--- src/rtl/memory_stage_lsu_if.sv ---
// Data-memory bus between the MEM-stage LSU (master) and a single-port data RAM (slave).
// The RAM returns mem_rdata combinationally for mem_addr and commits writes on the rising clock edge.
interface memory_stage_lsu_if #(
  parameter int ADDR_WIDTH = 32
);
  logic [ADDR_WIDTH-1:0] mem_addr;
  logic [31:0]           mem_wdata;
  logic [3:0]            mem_wstrb;
  logic                  mem_we;
  logic [31:0]           mem_rdata;

  modport master (
    output mem_addr, mem_wdata, mem_wstrb, mem_we,
    input  mem_rdata
  );

  modport slave (
    input  mem_addr, mem_wdata, mem_wstrb, mem_we,
    output mem_rdata
  );
endinterface

--- src/rtl/memory_stage_lsu.sv ---
// Dual-lane MEM stage: serialises same-cycle lane accesses onto one data-RAM port and registers MEM/WB.
// Optional macro MISALIGN_TRAP_EN: suppress misaligned H/W accesses and pulse misalign_o.
module memory_stage_lsu #(
  parameter int ADDR_WIDTH = 32
) (
  input  logic        clk,
  input  logic        rst,
  input  logic        RegWriteM1,
  input  logic        RegWriteM2,
  input  logic [1:0]  ResultSrcM1,
  input  logic [1:0]  ResultSrcM2,
  input  logic        MemWriteM1,
  input  logic        MemWriteM2,
  input  logic [2:0]  AddressingControlM1,
  input  logic [2:0]  AddressingControlM2,
  input  logic [31:0] ALUResultM1,
  input  logic [31:0] ALUResultM2,
  input  logic [31:0] WriteDataM1,
  input  logic [31:0] WriteDataM2,
  input  logic [4:0]  RdM1,
  input  logic [4:0]  RdM2,
  input  logic [31:0] PCPlus4M1,
  input  logic [31:0] PCPlus4M2,
  memory_stage_lsu_if.master mem,
  output logic        stall_o,
  output logic        RegWriteW1,
  output logic        RegWriteW2,
  output logic [1:0]  ResultSrcW1,
  output logic [1:0]  ResultSrcW2,
  output logic [31:0] ALUResultW1,
  output logic [31:0] ALUResultW2,
  output logic [31:0] ReadDataW1,
  output logic [31:0] ReadDataW2,
  output logic [4:0]  RdW1,
  output logic [4:0]  RdW2,
  output logic [31:0] PCPlus4W1,
  output logic [31:0] PCPlus4W2,
`ifdef MISALIGN_TRAP_EN
  output logic        misalign_o,
`endif
  output logic        state_dbg
);

  typedef enum logic {IDLE = 1'b0, SECOND = 1'b1} state_t;
  state_t state, state_nxt;

  logic        acc1, acc2, serve1, serve2;
  logic        sel_we, mis_sel, rw1_eff, rw2_eff;
  logic [31:0] sel_addr, sel_wd, rdata_ext, rd1, rd2;
  logic [2:0]  sel_f3;

  logic        hold_rw;
  logic [1:0]  hold_rs;
  logic [31:0] hold_alu, hold_rdata, hold_pc;
  logic [4:0]  hold_rd;
`ifdef MISALIGN_TRAP_EN
  logic        hold_mis;
`endif

  function automatic logic [31:0] load_ext(input logic [31:0] d, input logic [2:0] f3,
                                           input logic [1:0] a);
    logic [31:0] sh;
    logic [15:0] h;
    sh = d >> {a, 3'b000};
    h  = a[1] ? d[31:16] : d[15:0];
    case (f3)
      3'b000:  load_ext = {{24{sh[7]}}, sh[7:0]};
      3'b001:  load_ext = {{16{h[15]}}, h};
      3'b100:  load_ext = {24'b0, sh[7:0]};
      3'b101:  load_ext = {16'b0, h};
      default: load_ext = d;
    endcase
  endfunction

  assign acc1      = MemWriteM1 | (ResultSrcM1 == 2'b01);
  assign acc2      = MemWriteM2 | (ResultSrcM2 == 2'b01);
  assign state_dbg = (state == SECOND);

  // Upstream handshake: stall_o=1 means the EX/MEM register must hold both lanes
  // unchanged for the next cycle; the pair retires together once stall_o drops.
  always_comb begin
    serve1    = 1'b0;
    serve2    = 1'b0;
    stall_o   = 1'b0;
    state_nxt = state;
    case (state)
      IDLE: begin
        if (acc1 && acc2) begin
          serve1    = 1'b1;
          stall_o   = !rst;
          state_nxt = SECOND;
        end else begin
          serve1 = acc1;
          serve2 = acc2;
        end
      end
      SECOND: begin
        serve2    = 1'b1;
        state_nxt = IDLE;
      end
      default: state_nxt = IDLE;
    endcase
  end

  assign sel_addr  = serve2 ? ALUResultM2 : ALUResultM1;
  assign sel_wd    = serve2 ? WriteDataM2 : WriteDataM1;
  assign sel_f3    = serve2 ? AddressingControlM2 : AddressingControlM1;
  assign sel_we    = serve2 ? MemWriteM2 : (serve1 & MemWriteM1);

`ifdef MISALIGN_TRAP_EN
  assign mis_sel = (serve1 | serve2) &
                   (((sel_f3[1:0] == 2'b01) & sel_addr[0]) |
                    ((sel_f3[1:0] == 2'b10) & (sel_addr[1:0] != 2'b00)));
`else
  assign mis_sel = 1'b0;
`endif

  assign mem.mem_addr  = {sel_addr[ADDR_WIDTH-1:2], 2'b00};
  assign mem.mem_we    = sel_we & !mis_sel & !rst;
  assign mem.mem_wdata = (sel_f3[1:0] == 2'b00) ? {4{sel_wd[7:0]}} :
                         (sel_f3[1:0] == 2'b01) ? {2{sel_wd[15:0]}} : sel_wd;
  assign mem.mem_wstrb = !mem.mem_we ? 4'b0000 :
                         (sel_f3[1:0] == 2'b00) ? (4'b0001 << sel_addr[1:0]) :
                         (sel_f3[1:0] == 2'b01) ? (sel_addr[1] ? 4'b1100 : 4'b0011) : 4'b1111;

  assign rdata_ext = load_ext(mem.mem_rdata, sel_f3, sel_addr[1:0]);
  assign rd1       = (serve1 && ResultSrcM1 == 2'b01) ? rdata_ext : 32'b0;
  assign rd2       = (serve2 && ResultSrcM2 == 2'b01) ? rdata_ext : 32'b0;
  assign rw1_eff   = RegWriteM1 & !(serve1 & mis_sel);
  assign rw2_eff   = RegWriteM2 & !(serve2 & mis_sel);

  always_ff @(posedge clk or posedge rst) begin
    if (rst) begin
      state       <= IDLE;
      hold_rw     <= 1'b0;
      hold_rs     <= 2'b0;
      hold_alu    <= 32'b0;
      hold_rdata  <= 32'b0;
      hold_rd     <= 5'b0;
      hold_pc     <= 32'b0;
      RegWriteW1  <= 1'b0;
      RegWriteW2  <= 1'b0;
      ResultSrcW1 <= 2'b0;
      ResultSrcW2 <= 2'b0;
      ALUResultW1 <= 32'b0;
      ALUResultW2 <= 32'b0;
      ReadDataW1  <= 32'b0;
      ReadDataW2  <= 32'b0;
      RdW1        <= 5'b0;
      RdW2        <= 5'b0;
      PCPlus4W1   <= 32'b0;
      PCPlus4W2   <= 32'b0;
`ifdef MISALIGN_TRAP_EN
      hold_mis    <= 1'b0;
      misalign_o  <= 1'b0;
`endif
    end else begin
      state <= state_nxt;
      if (state == IDLE && stall_o) begin
        // Lane 1 is parked until lane 2 is served; only RegWrite matters for the bubble.
        hold_rw    <= rw1_eff;
        hold_rs    <= ResultSrcM1;
        hold_alu   <= ALUResultM1;
        hold_rdata <= rd1;
        hold_rd    <= RdM1;
        hold_pc    <= PCPlus4M1;
        RegWriteW1 <= 1'b0;
        RegWriteW2 <= 1'b0;
`ifdef MISALIGN_TRAP_EN
        hold_mis   <= mis_sel;
        misalign_o <= 1'b0;
`endif
      end else begin
        if (state == SECOND) begin
          RegWriteW1  <= hold_rw;
          ResultSrcW1 <= hold_rs;
          ALUResultW1 <= hold_alu;
          ReadDataW1  <= hold_rdata;
          RdW1        <= hold_rd;
          PCPlus4W1   <= hold_pc;
        end else begin
          RegWriteW1  <= rw1_eff;
          ResultSrcW1 <= ResultSrcM1;
          ALUResultW1 <= ALUResultM1;
          ReadDataW1  <= rd1;
          RdW1        <= RdM1;
          PCPlus4W1   <= PCPlus4M1;
        end
        RegWriteW2  <= rw2_eff;
        ResultSrcW2 <= ResultSrcM2;
        ALUResultW2 <= ALUResultM2;
        ReadDataW2  <= rd2;
        RdW2        <= RdM2;
        PCPlus4W2   <= PCPlus4M2;
`ifdef MISALIGN_TRAP_EN
        misalign_o  <= mis_sel | ((state == SECOND) & hold_mis);
`endif
      end
    end
  end

endmodule
--- src/flat_wrapper.sv ---
// flat-port wrapper written by rule: the top's interface ports become plain ports
module memory_stage_lsu_flat 
#(
  parameter int ADDR_WIDTH = 32
)
  (clk, rst, RegWriteM1, RegWriteM2, ResultSrcM1, ResultSrcM2, MemWriteM1, MemWriteM2, AddressingControlM1, AddressingControlM2, ALUResultM1, ALUResultM2, WriteDataM1, WriteDataM2, RdM1, RdM2, PCPlus4M1, PCPlus4M2, stall_o, RegWriteW1, RegWriteW2, ResultSrcW1, ResultSrcW2, ALUResultW1, ALUResultW2, ReadDataW1, ReadDataW2, RdW1, RdW2, PCPlus4W1, PCPlus4W2, state_dbg, mem_mem_addr, mem_mem_wdata, mem_mem_wstrb, mem_mem_we, mem_mem_rdata);
  memory_stage_lsu_if #(.ADDR_WIDTH(ADDR_WIDTH)) mem_i ();
  input  logic clk;
  input  logic rst;
  input  logic RegWriteM1;
  input  logic RegWriteM2;
  input  logic [1:0] ResultSrcM1;
  input  logic [1:0] ResultSrcM2;
  input  logic MemWriteM1;
  input  logic MemWriteM2;
  input  logic [2:0] AddressingControlM1;
  input  logic [2:0] AddressingControlM2;
  input  logic [31:0] ALUResultM1;
  input  logic [31:0] ALUResultM2;
  input  logic [31:0] WriteDataM1;
  input  logic [31:0] WriteDataM2;
  input  logic [4:0] RdM1;
  input  logic [4:0] RdM2;
  input  logic [31:0] PCPlus4M1;
  input  logic [31:0] PCPlus4M2;
  output logic stall_o;
  output logic RegWriteW1;
  output logic RegWriteW2;
  output logic [1:0] ResultSrcW1;
  output logic [1:0] ResultSrcW2;
  output logic [31:0] ALUResultW1;
  output logic [31:0] ALUResultW2;
  output logic [31:0] ReadDataW1;
  output logic [31:0] ReadDataW2;
  output logic [4:0] RdW1;
  output logic [4:0] RdW2;
  output logic [31:0] PCPlus4W1;
  output logic [31:0] PCPlus4W2;
  output logic state_dbg;
  output wire logic [$bits(mem_i.mem_addr)-1:0] mem_mem_addr;
  output wire logic [$bits(mem_i.mem_wdata)-1:0] mem_mem_wdata;
  output wire logic [$bits(mem_i.mem_wstrb)-1:0] mem_mem_wstrb;
  output wire logic [$bits(mem_i.mem_we)-1:0] mem_mem_we;
  input wire logic [$bits(mem_i.mem_rdata)-1:0] mem_mem_rdata;
  assign mem_mem_addr = mem_i.mem_addr;
  assign mem_mem_wdata = mem_i.mem_wdata;
  assign mem_mem_wstrb = mem_i.mem_wstrb;
  assign mem_mem_we = mem_i.mem_we;
  assign mem_i.mem_rdata = mem_mem_rdata;
  memory_stage_lsu #(.ADDR_WIDTH(ADDR_WIDTH)) u_core (.clk(clk), .rst(rst), .RegWriteM1(RegWriteM1), .RegWriteM2(RegWriteM2), .ResultSrcM1(ResultSrcM1), .ResultSrcM2(ResultSrcM2), .MemWriteM1(MemWriteM1), .MemWriteM2(MemWriteM2), .AddressingControlM1(AddressingControlM1), .AddressingControlM2(AddressingControlM2), .ALUResultM1(ALUResultM1), .ALUResultM2(ALUResultM2), .WriteDataM1(WriteDataM1), .WriteDataM2(WriteDataM2), .RdM1(RdM1), .RdM2(RdM2), .PCPlus4M1(PCPlus4M1), .PCPlus4M2(PCPlus4M2), .mem(mem_i), .stall_o(stall_o), .RegWriteW1(RegWriteW1), .RegWriteW2(RegWriteW2), .ResultSrcW1(ResultSrcW1), .ResultSrcW2(ResultSrcW2), .ALUResultW1(ALUResultW1), .ALUResultW2(ALUResultW2), .ReadDataW1(ReadDataW1), .ReadDataW2(ReadDataW2), .RdW1(RdW1), .RdW2(RdW2), .PCPlus4W1(PCPlus4W1), .PCPlus4W2(PCPlus4W2), .state_dbg(state_dbg));
endmodule
--- config.mk ---
export PLATFORM = sky130hd
export DESIGN_NAME = memory_stage_lsu_flat
export DESIGN_NICKNAME = d
export VERILOG_FILES = /design/src/rtl/memory_stage_lsu_if.sv /design/src/rtl/memory_stage_lsu.sv /design/src/flat_wrapper.sv
export SDC_FILE = /design/constraint.sdc
export NUM_CORES = 1
export LEC_CHECK = 0
export CAP_MARGIN = 5
export CORE_AREA = 2 2 206 208
export DETAILED_ROUTE_END_ITERATION = 7
export DIE_AREA = 0 0 208 210
export PLACE_DENSITY = 0.66
export SYNTH_ARGS = -nofsm -noshare
export SYNTH_HDL_FRONTEND = slang
export SYNTH_SLANG_ARGS = --single-unit
--- constraint.sdc ---
create_clock -name clk -period 16.15 [get_ports clk]
set_input_delay 3.23 -clock clk [delete_from_list [all_inputs] [get_ports clk]]
set_output_delay 3.23 -clock clk [all_outputs]
set_load 0.05 [all_outputs]
==> results.sh <==
export IMPL_slew_headroom_pct=19.33
export IMPL_reg2reg_slack_ns=11.97
export IMPL_cts_tree="yes"
export IMPL_fp_dieArea_um2=43680
export IMPL_cp_end_kind="primary output"
export IMPL_clk_latency_ns=0.55
export IMPL_finalCritPeriodShare_pct=65.16
export IMPL_holdBufCountCts=0
export IMPL_initial_core_util_pct=35.27
export IMPL_fin_worst_skew_ns=0.007644
export IMPL_wire_per_inst_um=19.42
export IMPL_post_place_ws_ns=5.651
export IMPL_synth_seq_area_share_pct=53.54
export IMPL_min_delay_path_depth=2
export IMPL_ys_flop_type="dfrtp_1"
export IMPL_finalWorstSetupSlack_ns=5.626
export IMPL_dr_pass1_iters=5
export IMPL_chipWidth_um=208
export IMPL_grt_pass1_wl_um=79870
export IMPL_ys_ff_latch=313
export IMPL_cts_root_buf="clkbuf_16"
export IMPL_met3_usage_pct=6.466
export IMPL_grt_use_total_pct=23.25
export IMPL_drtIter0Drc=1042
export IMPL_crit_required_ns=12.92
export IMPL_fin_crit_ns=10.52
export IMPL_synth_compound_area_share_pct=13.74
export IMPL_yosys_area_top_type_share_pct=53.54
export IMPL_holdWs_ns=0.4627
export IMPL_critPathArrivalTime_ns=7.29
export IMPL_synthMuxAreaShare_pct=8.005
export IMPL_path_cells="clkdlybuf4s50_1 -> nand2b_4 -> o211a_1 -> nor2_4 -> buf_4 -> mux2_2 -> a21oi_2 -> nor2_1 -> clkdlybuf4s50_1"
export IMPL_hold_end="u_core.ALUResultW2[4]$_DFFE_PP0N_"
export IMPL_cts_made_buffers=37
export IMPL_synth_simple_area_share_pct=20.48
export IMPL_die_h_um=210
export IMPL_p_leak_nw=9.642
export IMPL_reg2reg_from="u_core.state_dbg$_DFF_PP0_"
export IMPL_boundaryPins=529
export IMPL_setup_viol=0
export IMPL_synth_top_area_cell="dfrtp_1"
export IMPL_netlist_instances=1645
export IMPL_clkTransAtPathRegs_ns=0.06
export IMPL_synth_top_family_by_area="simple AND/OR/NAND/NOR gates"
export IMPL_synth_fa_ha_area_share_pct=0
export IMPL_htreeDepth=2
export IMPL_synthXorXnorAreaFrac_pct=0
export IMPL_dp_cells=2613
export IMPL_drive_gt1_share_pct=5.742
export IMPL_rows=75
export IMPL_core_area_um2=41480
export IMPL_drv_slew=0
export IMPL_cpLargestDelayFamily="buffers and inverters"
export IMPL_antenna_found_initial=2
export IMPL_tns_ns=0
export IMPL_maxCapViolCount=0
export IMPL_rsz0062_at_grt="false"
export IMPL_io_buffers=526
export IMPL_drc=0
export IMPL_place_congestion=0.8759
export IMPL_reg2reg_depth=6
export IMPL_avgViaCountPerCell=5.003
export IMPL_synth_edf_count=0
export IMPL_ctsResizeCount=0
export IMPL_async_flop_share_pct=100.0
export IMPL_grt_max_degree=166
export IMPL_power_mw=2.687
export IMPL_synth_common_cells="700 x nand2_1, 313 x dfrtp_1, 119 x o21ai_0, 103 x mux2i_1, 68 x clkbuf_1"
export IMPL_cts_buffer_depth=3
export IMPL_status="complete, no violations"
export IMPL_syn_area_per_cell_um2=8.893
export IMPL_tightestPinTransition_ns=1.207
export IMPL_cp_common_cell="clkdlybuf4s50_1"
export IMPL_hp_class="flip-flop to flip-flop"
export IMPL_slowest_stage="mux2_2"
export IMPL_synth_cell_type_count=55
export IMPL_fmax_ghz=0.09503
export IMPL_fin_util_pct=51.81
export IMPL_stdcell_count=2682
export IMPL_final_hold_viol_count=0
export IMPL_critPathLaunchType="input pin"
export IMPL_grt_use_met1_pct=28.73
export IMPL_dpl_hpwl_um=36900
export IMPL_overflow=0
export IMPL_final_cell_area_um2=21490
export IMPL_area_delta_synth_final_pct=46.90
export IMPL_power_density_nw_per_um2=125.0
export IMPL_nNetsFinal=2363
export IMPL_routed_wl_um=52070
export IMPL_post_cts_setup_buffer_count=0
export IMPL_cp_buffers_inverters=3
export IMPL_mappedNetlistArea_um2=14630
export IMPL_ir_drop_mv=0.06966
export IMPL_min_from="u_core.ALUResultW2[4]$_DFFE_PP0N_"
export IMPL_clock_sinks=313
export IMPL_crit_fanout=68
export IMPL_synth_area_top_cells="dfrtp_1 54%, nand2_1 18%, mux2i_1 7.0%"
export IMPL_critPathKind="input pin to primary output"
export IMPL_slowest_delay_ns=1.07
export IMPL_place_area_um2=20210
export IMPL_rr_endpoint="u_core.PCPlus4W1[6]$_DFFE_PP0N_"
export IMPL_grt_pass1_vias=13458
export IMPL_grtUsageMet2_pct=39.25
export IMPL_drtAntennaViolNets=0
export IMPL_yosys_warnings=0
export IMPL_vias=13417
export IMPL_grt_busiest_layer="met2"
export IMPL_yosysMostFrequentCell="nand2_1"
-- where the power goes --
part	switching, mW	total, mW	internal [mW]	leakage, nW
logic	0.561	0.853	0.292	5.08
clock network	0.344	0.872	0.528	0.628
registers	0.0663	0.962	0.896	3.93
-- cell usage in the layout (no fill, tap or decap), types with 5 or more instances in the layout --
cell type / Yosys / routed
o22ai_1: 5 / 5
mux2i_1: 103 / 103
clkbuf_8: 1 / 6
a22oi_1: 32 / 32
a31oi_1: 18 / 18
o21ai_1: 32 / 32
clkbuf_16: 0 / 38
clkinv_2: 0 / 8
o21ai_0: 119 / 119
clkbuf_1: 68 / 7
inv_1: 20 / 19
o31ai_1: 6 / 6
a211o_1: 6 / 6
clkdlybuf4s50_1: 0 / 526
a21oi_2: 16 / 16
o221ai_1: 17 / 17
dfrtp_1: 313 / 312
o2bb2ai_1: 8 / 8
buf_4: 4 / 15
nor3_1: 12 / 12
a221o_1: 7 / 7
nor2_1: 42 / 42
nand2_1: 700 / 700
a21oi_1: 28 / 28
-- worst reg2reg max path: stages, from the launching register on --
cell and delay (ns):
dfrtp_4 0.71, a21o_4 0.31, or2_4 0.28, inv_8 0.52, buf_4 0.93, buf_4 0.94
o21ai_0 0.31
-- area by class of cell --
| class | instances | area [um^2] |
|---|---|---|
| Antenna cell | 1 | 2.502 |
| Clock buffer | 51 | 1060 |
| Clock inverter | 17 | 222.7 |
| Inverter | 21 | 93.84 |
| Timing Repair Buffer | 542 | 5398 |
| Multi-Input combinational cell | 1198 | 6203 |
| Tap cell | 539 | 674.4 |
| Fill cell | 3876 | 19990 |
| Sequential cell | 313 | 7836 |
-- logic make-up after synthesis --
| kind of cell | Yosys count |
|---|---|
| other cells | 1 |
| compound gates | 309 |
| mux | 112 |
| flops | 313 |
| simple gates | 775 |
| buf+inv | 135 |
-- worst max-delay path by stage --
stage                         startpoint           endpoint  slack (ns)  cells after the start
final                     ResultSrcM1[1]   mem_mem_wstrb[0]        5.63                      9
after global routing      ResultSrcM1[1]  mem_mem_wdata[26]        5.40                      9
after CTS                 ResultSrcM1[1]  mem_mem_wdata[26]        5.65                      9
after detailed placement  ResultSrcM1[1]  mem_mem_wdata[26]        5.65                      9
after global placement    ResultSrcM1[1]  mem_mem_wdata[26]        5.69                      9
after floorplan                      rst            stall_o        0.80                      7
-- sequential cells by signal, summed over array words and instances (netlist names), 32 cells and up --
| signal | flops |
|---|---|
| u_core.ReadDataW2 | 32 |
| u_core.hold_pc | 32 |
| u_core.hold_alu | 32 |
| u_core.ReadDataW1 | 32 |
| u_core.PCPlus4W1 | 32 |
| u_core.ALUResultW1 | 32 |
| u_core.ALUResultW2 | 32 |
| u_core.PCPlus4W2 | 32 |
| u_core.hold_rdata | 32 |
-- per-layer routing --
metal	up-vias	wire, um
met4	0	1623
met1	6423	21200
met3	94	3916
met5	-	0
li1	6389	-
met2	511	25340
Power figures use the tool's default switching activity.
